[src/rtl/spec_register_file.sv]
// spec_register_file: A,B,C,D,E,H,L byte registers plus SP, with pair inc/dec/xchg
// and a two-byte pair load sequencer fed from mem_data.
module spec_register_file #(
  parameter int DATA_W = 8,
  parameter logic [2*DATA_W-1:0] SP_INIT = '1
) (
  input  logic              clk,
  input  logic              rst,
  input  logic [2:0]        rd_sel1,
  input  logic [2:0]        rd_sel2,
  output logic [DATA_W-1:0] rd_data1,
  output logic [DATA_W-1:0] rd_data2,
  input  logic [DATA_W-1:0] mem_data,
  input  logic              wr_en,
  input  logic [2:0]        wr_sel,
  input  logic [DATA_W-1:0] wr_data,
  input  logic              alu_wr_a,
  input  logic [DATA_W-1:0] alu_out,
  input  logic [1:0]        pair_sel,
  input  logic [1:0]        pair_op,
  output logic [2*DATA_W-1:0] pair_out,
  input  logic              ld_start,
  input  logic              mem_valid,
  output logic              busy
);
  typedef enum logic [1:0] {IDLE, LO, HI} state_t;
  state_t state;
  logic [DATA_W-1:0] r [0:6];
  logic [DATA_W-1:0] nx [0:6];
  logic [2*DATA_W-1:0] sp, nsp, pv;
  logic [1:0] ld_pair;
  assign rd_data1 = rd_sel1 == 3'd7 ? mem_data : r[rd_sel1];
  assign rd_data2 = rd_sel2 == 3'd7 ? DATA_W'(1) : r[rd_sel2];
  assign pair_out = pair_sel == 2'd3 ? sp : {r[{pair_sel, 1'b1}], r[{pair_sel, 1'b1} + 3'd1]};
  assign pv = pair_op == 2'd1 ? pair_out + 1'b1 : pair_out - 1'b1;
  // Later assignments override earlier ones, giving load > pair_op > wr_en > alu per byte.
  always_comb begin
    nx = r;
    nsp = sp;
    if (alu_wr_a) nx[0] = alu_out;
    if (wr_en && wr_sel != 3'd7) nx[wr_sel] = wr_data;
    if (!busy && (pair_op == 2'd1 || pair_op == 2'd2)) begin
      if (pair_sel == 2'd3) nsp = pv;
      else begin
        nx[{pair_sel, 1'b1}] = pv[2*DATA_W-1:DATA_W];
        nx[{pair_sel, 1'b1} + 3'd1] = pv[DATA_W-1:0];
      end
    end
    if (!busy && pair_op == 2'd3) begin
      nx[3] = r[5];
      nx[4] = r[6];
      nx[5] = r[3];
      nx[6] = r[4];
    end
    if (busy && mem_valid) begin
      if (ld_pair == 2'd3) nsp = state == LO ? {sp[2*DATA_W-1:DATA_W], mem_data} : {mem_data, sp[DATA_W-1:0]};
      else if (state == LO) nx[{ld_pair, 1'b1} + 3'd1] = mem_data;
      else nx[{ld_pair, 1'b1}] = mem_data;
    end
  end
  always_ff @(posedge clk or posedge rst) begin
    if (rst) begin
      r <= '{default: '0};
      sp <= SP_INIT;
      state <= IDLE;
      busy <= 1'b0;
      ld_pair <= 2'd0;
    end else begin
      r <= nx;
      sp <= nsp;
      case (state)
        IDLE: if (ld_start) begin
          ld_pair <= pair_sel;
          state <= LO;
          busy <= 1'b1;
        end
        LO: if (mem_valid) state <= HI;
        HI: if (mem_valid) begin
          state <= IDLE;
          busy <= 1'b0;
        end
        default: begin
          state <= IDLE;
          busy <= 1'b0;
        end
      endcase
    end
  end
endmodule

[config.mk]
export PLATFORM = sky130hd
export DESIGN_NAME = spec_register_file
export DESIGN_NICKNAME = d
export VERILOG_FILES = /design/src/rtl/spec_register_file.sv
export SDC_FILE = /design/constraint.sdc
export NUM_CORES = 1
export LEC_CHECK = 0
export CAP_MARGIN = 0
export CORE_MARGIN = 2
export CORE_UTILIZATION = 40
export CTS_BUF_LIST = sky130_fd_sc_hd__clkbuf_4
export CTS_CLUSTER_SIZE = 10
export DETAILED_ROUTE_END_ITERATION = 10
export GPL_ROUTABILITY_DRIVEN = 1
export PLACE_DENSITY = 0.7
export SETUP_SLACK_MARGIN = 0.5
export SYNTH_ARGS = -nofsm -noshare
export SYNTH_HDL_FRONTEND = slang
export SYNTH_SLANG_ARGS = --single-unit
[constraint.sdc]
create_clock -name clk -period 7.05 [get_ports clk]
set_clock_uncertainty 0.15 [all_clocks]
set_input_delay 1.41 -clock clk [delete_from_list [all_inputs] [get_ports clk]]
set_output_delay 1.41 -clock clk [all_outputs]
set_load 0.01 [all_outputs]
==> impl_metrics.env <==
export IMPL_layout_common_cells="nand2_1, o21ai_0, clkdlybuf4s50_1"
export IMPL_setup_viol=0
export IMPL_cts_resized=0
export IMPL_synth_async_sr_flop_share_pct=100.0
export IMPL_synth_seq_area_share_pct=27.75
export IMPL_pin_count=76
export IMPL_port_buffers=75
export IMPL_cts_root_buf="clkbuf_4"
export IMPL_cts_setup_buffers=0
export IMPL_drc=0
export IMPL_cp_end_kind="primary output"
export IMPL_globalplace_congestion=0.9957
export IMPL_synth_top_area_share_pct=21.76
export IMPL_yosysTopAreaCell="dfrtp_1"
export IMPL_dp_hpwl_um=18600
export IMPL_std_cell_rows=48
export IMPL_vias=6884
export IMPL_core_sq_um=17240
export IMPL_required_ps=5490
export IMPL_path_buf_inv=2
export IMPL_htreeDepth=3
export IMPL_clock_sinks=77
export IMPL_final_hold_viol_count=0
export IMPL_synth_area_top_cells="dfrtp_1, mux2i_1, mux4_2, nand2_1, dfstp_2"
export IMPL_synth_compound_area_share_pct=22.92
export IMPL_globalRouteTotalUtil_pct=27.43
export IMPL_place_ws_ps=766.6
export IMPL_areaGrowthSynthToFinish_pct=15.05
export IMPL_antenna_left=0
export IMPL_synth_simple_gate_area_share_pct=16.16
export IMPL_ys_flop_type="dfrtp_1"
export IMPL_yosys_area_share_adder_pct=4.031
export IMPL_hold_path_class="flip-flop to flip-flop"
export IMPL_dr_first_iter_drc_count=1141
export IMPL_viasPerCell=6.345
export IMPL_overflow=0
export IMPL_synth_cell_type_count=60
export IMPL_maxSlewViolCount=0
export IMPL_start_util_pct=40.70
export IMPL_synth_edff_count=0
export IMPL_fin_area_sq_um=8071
export IMPL_timing_fmax_ghz=0.1673
export IMPL_muxShareOfSynthArea_pct=22.97
export IMPL_ys_ff_latch=77
export IMPL_drt_pass1_iterations=8
export IMPL_finalNetCount=919
export IMPL_grt_pass1_vias=6202
export IMPL_die_h_um=136.4
export IMPL_synth_xor_area_share_pct=1.373
export IMPL_clk_latency_ps=490
export IMPL_powerDensity_nw_per_um2=381.3
export IMPL_ir_drop_mv=0.2073
export IMPL_wl_per_cell_um=23.22
export IMPL_min_period_ps=5977
export IMPL_tns_ps=0
export IMPL_fin_util_pct=46.83
export IMPL_grt_max_degree=78
export IMPL_cts_hold_buf=0
export IMPL_path_class="primary input to primary output"
export IMPL_final_common_cell="nand2_1"
export IMPL_synth_nets=882
export IMPL_grt_pass1_wl_um=37740
export IMPL_syn_avg_cell_area_sq_um=8.587
export IMPL_nFillCells=1645
export IMPL_synth_top_family_by_area="multiplexers"
export IMPL_layout_setup_ws_ps=1073
export IMPL_cts_clk_slew_worst_paths_ps=140
export IMPL_drive_gt1_share_pct=13.39
export IMPL_arrival_ps=4420
export IMPL_die_area_sq_um=18610
export IMPL_worst_pin_slew_ps=1131
export IMPL_crit_family="buffers and inverters"
export IMPL_leakagePower_nw=3.266
export IMPL_outcome="finished, final reports clean"
export IMPL_power_mw=3.078
export IMPL_placed_area_sq_um=7911
export IMPL_worstPathMaxFanout=29
export IMPL_syn_area_sq_um=7015
export IMPL_wl_um=25200
export IMPL_rsz0062_at_grt="no"
export IMPL_crit_top_cell="clkdlybuf4s50_1"
export IMPL_max_stage_delay_ps=1010
export IMPL_cp_cell_sequence="clkdlybuf4s50_1 > ha_1 > a221oi_1 > a21oi_1 > clkdlybuf4s50_1"
export IMPL_cts_tree="done"
export IMPL_yosysWarnings=0
export IMPL_cts_buffers=9
export IMPL_slowest_stage="ha_1"
export IMPL_syn_inst=817
export IMPL_cap_violations=0
export IMPL_antenna_found_initial=1
export IMPL_relSlewSlack_pct=24.00
export IMPL_die_x_um=136.4
export IMPL_crit_path_start_kind="primary input"
export IMPL_clock_path_buffers=2
export IMPL_period_share_pct=84.79
-- final timing paths --
path                                    from           endpoint  slack [ps]  cells past startpoint
min in group asynchronous                rst    r[39]$_DFF_PP0_        1400                      3
max                              pair_sel[1]        pair_out[8]        1070                      5
min                        sp[2]$_DFFE_PP1P_  sp[2]$_DFFE_PP1P_         330                      2
max in group asynchronous                rst    r[28]$_DFF_PP0_        4680                      3
max reg2reg                  r[10]$_DFF_PP0_    r[15]$_DFF_PP0_        3030                     11
min reg2reg                sp[2]$_DFFE_PP1P_  sp[2]$_DFFE_PP1P_         330                      2
-- cells by family (layout without fill, tap and decap cells) --
family                   Yosys count  in the layout
buffers and inverters             86            128
AO/OA/AOI/OAI                    245            245
multiplexers                     128            128
other                              0              1
AND/OR/NAND/NOR                  248            248
flip-flops                        77             77
XOR/XNOR                          11             11
adder cells (fa/ha/maj)           22             22
-- flip-flops by register name, indices dropped and copies added (netlist names) --
name	flops
busy	1
ld_pair	2
r	56
sp	16
state	2
-- cell type report --
class	instances	area (sq um)	area share (%)
Tap cell	225	281.5	3.488
Multi-Input combinational cell	654	4740	58.72
Inverter	23	87.58	1.085
Antenna cell	1	2.502	0.03100
Sequential cell	77	1947	24.12
Clock buffer	9	67.56	0.8371
Clock inverter	7	90.09	1.116
Timing Repair Buffer	89	855.8	10.60
-- cells in the mapped netlist (3+ instances only) --
library cell and count:
mux4_2 23, nor3_1 18, buf_1 17, nand4b_1 3
a21oi_1 48, inv_1 22, nor4_1 6, a222oi_1 4
o21a_1 7, nor3b_1 4, mux2i_1 71, nand3_1 6
or3_1 4, nand4_1 4, dfrtp_1 61, mux2_2 34
o211ai_1 13, a221o_1 4, or2_2 3, a211oi_1 23
nand2b_1 9, clkbuf_1 42, nand2_1 116, a21o_1 4
o21ai_0 80, nor2b_1 9, a22oi_1 14, a31oi_1 6
xor2_1 5, and2_1 5, nor2_1 53, a211o_1 4
xnor2_1 6, ha_1 21, o221ai_1 3, a221oi_1 15
o22ai_1 5, dfstp_2 16, and3_1 3
-- worst min-delay path: stages (launching register included) --
cell	delay, ps
dfstp_2	400
nand2_1	50
nand2_1	50
-- layer usage --
metal | vias to the layer above | GRT usage, % | routed length (um)
li1 | 3118 | - | -
met5 | - | 0 | 0
met1 | 3279 | 40.44 | 11010
met2 | 427 | 39.64 | 10510
met3 | 60 | 4.884 | 2751
met4 | 0 | 10.65 | 929
-- metrics by stage --
stage | std cells | hold slack (ps)
final | 1085 | 331.1
after global routing | 1084 | 336.4
after CTS | 1084 | 323.3
after detailed placement | 1068 | 302.6
after global placement | 1068 | 297.8
after floorplan | 817 | 286.8
-- where the power goes --
part	switching (mW)	leakage, nW	internal [mW]	total (mW)
Sequential	0.304	0.901	0.663	0.967
Clock	0.182	0.0833	0.142	0.324
Combinational	0.977	2.28	0.810	1.79
(Power assumes the default switching activity.)
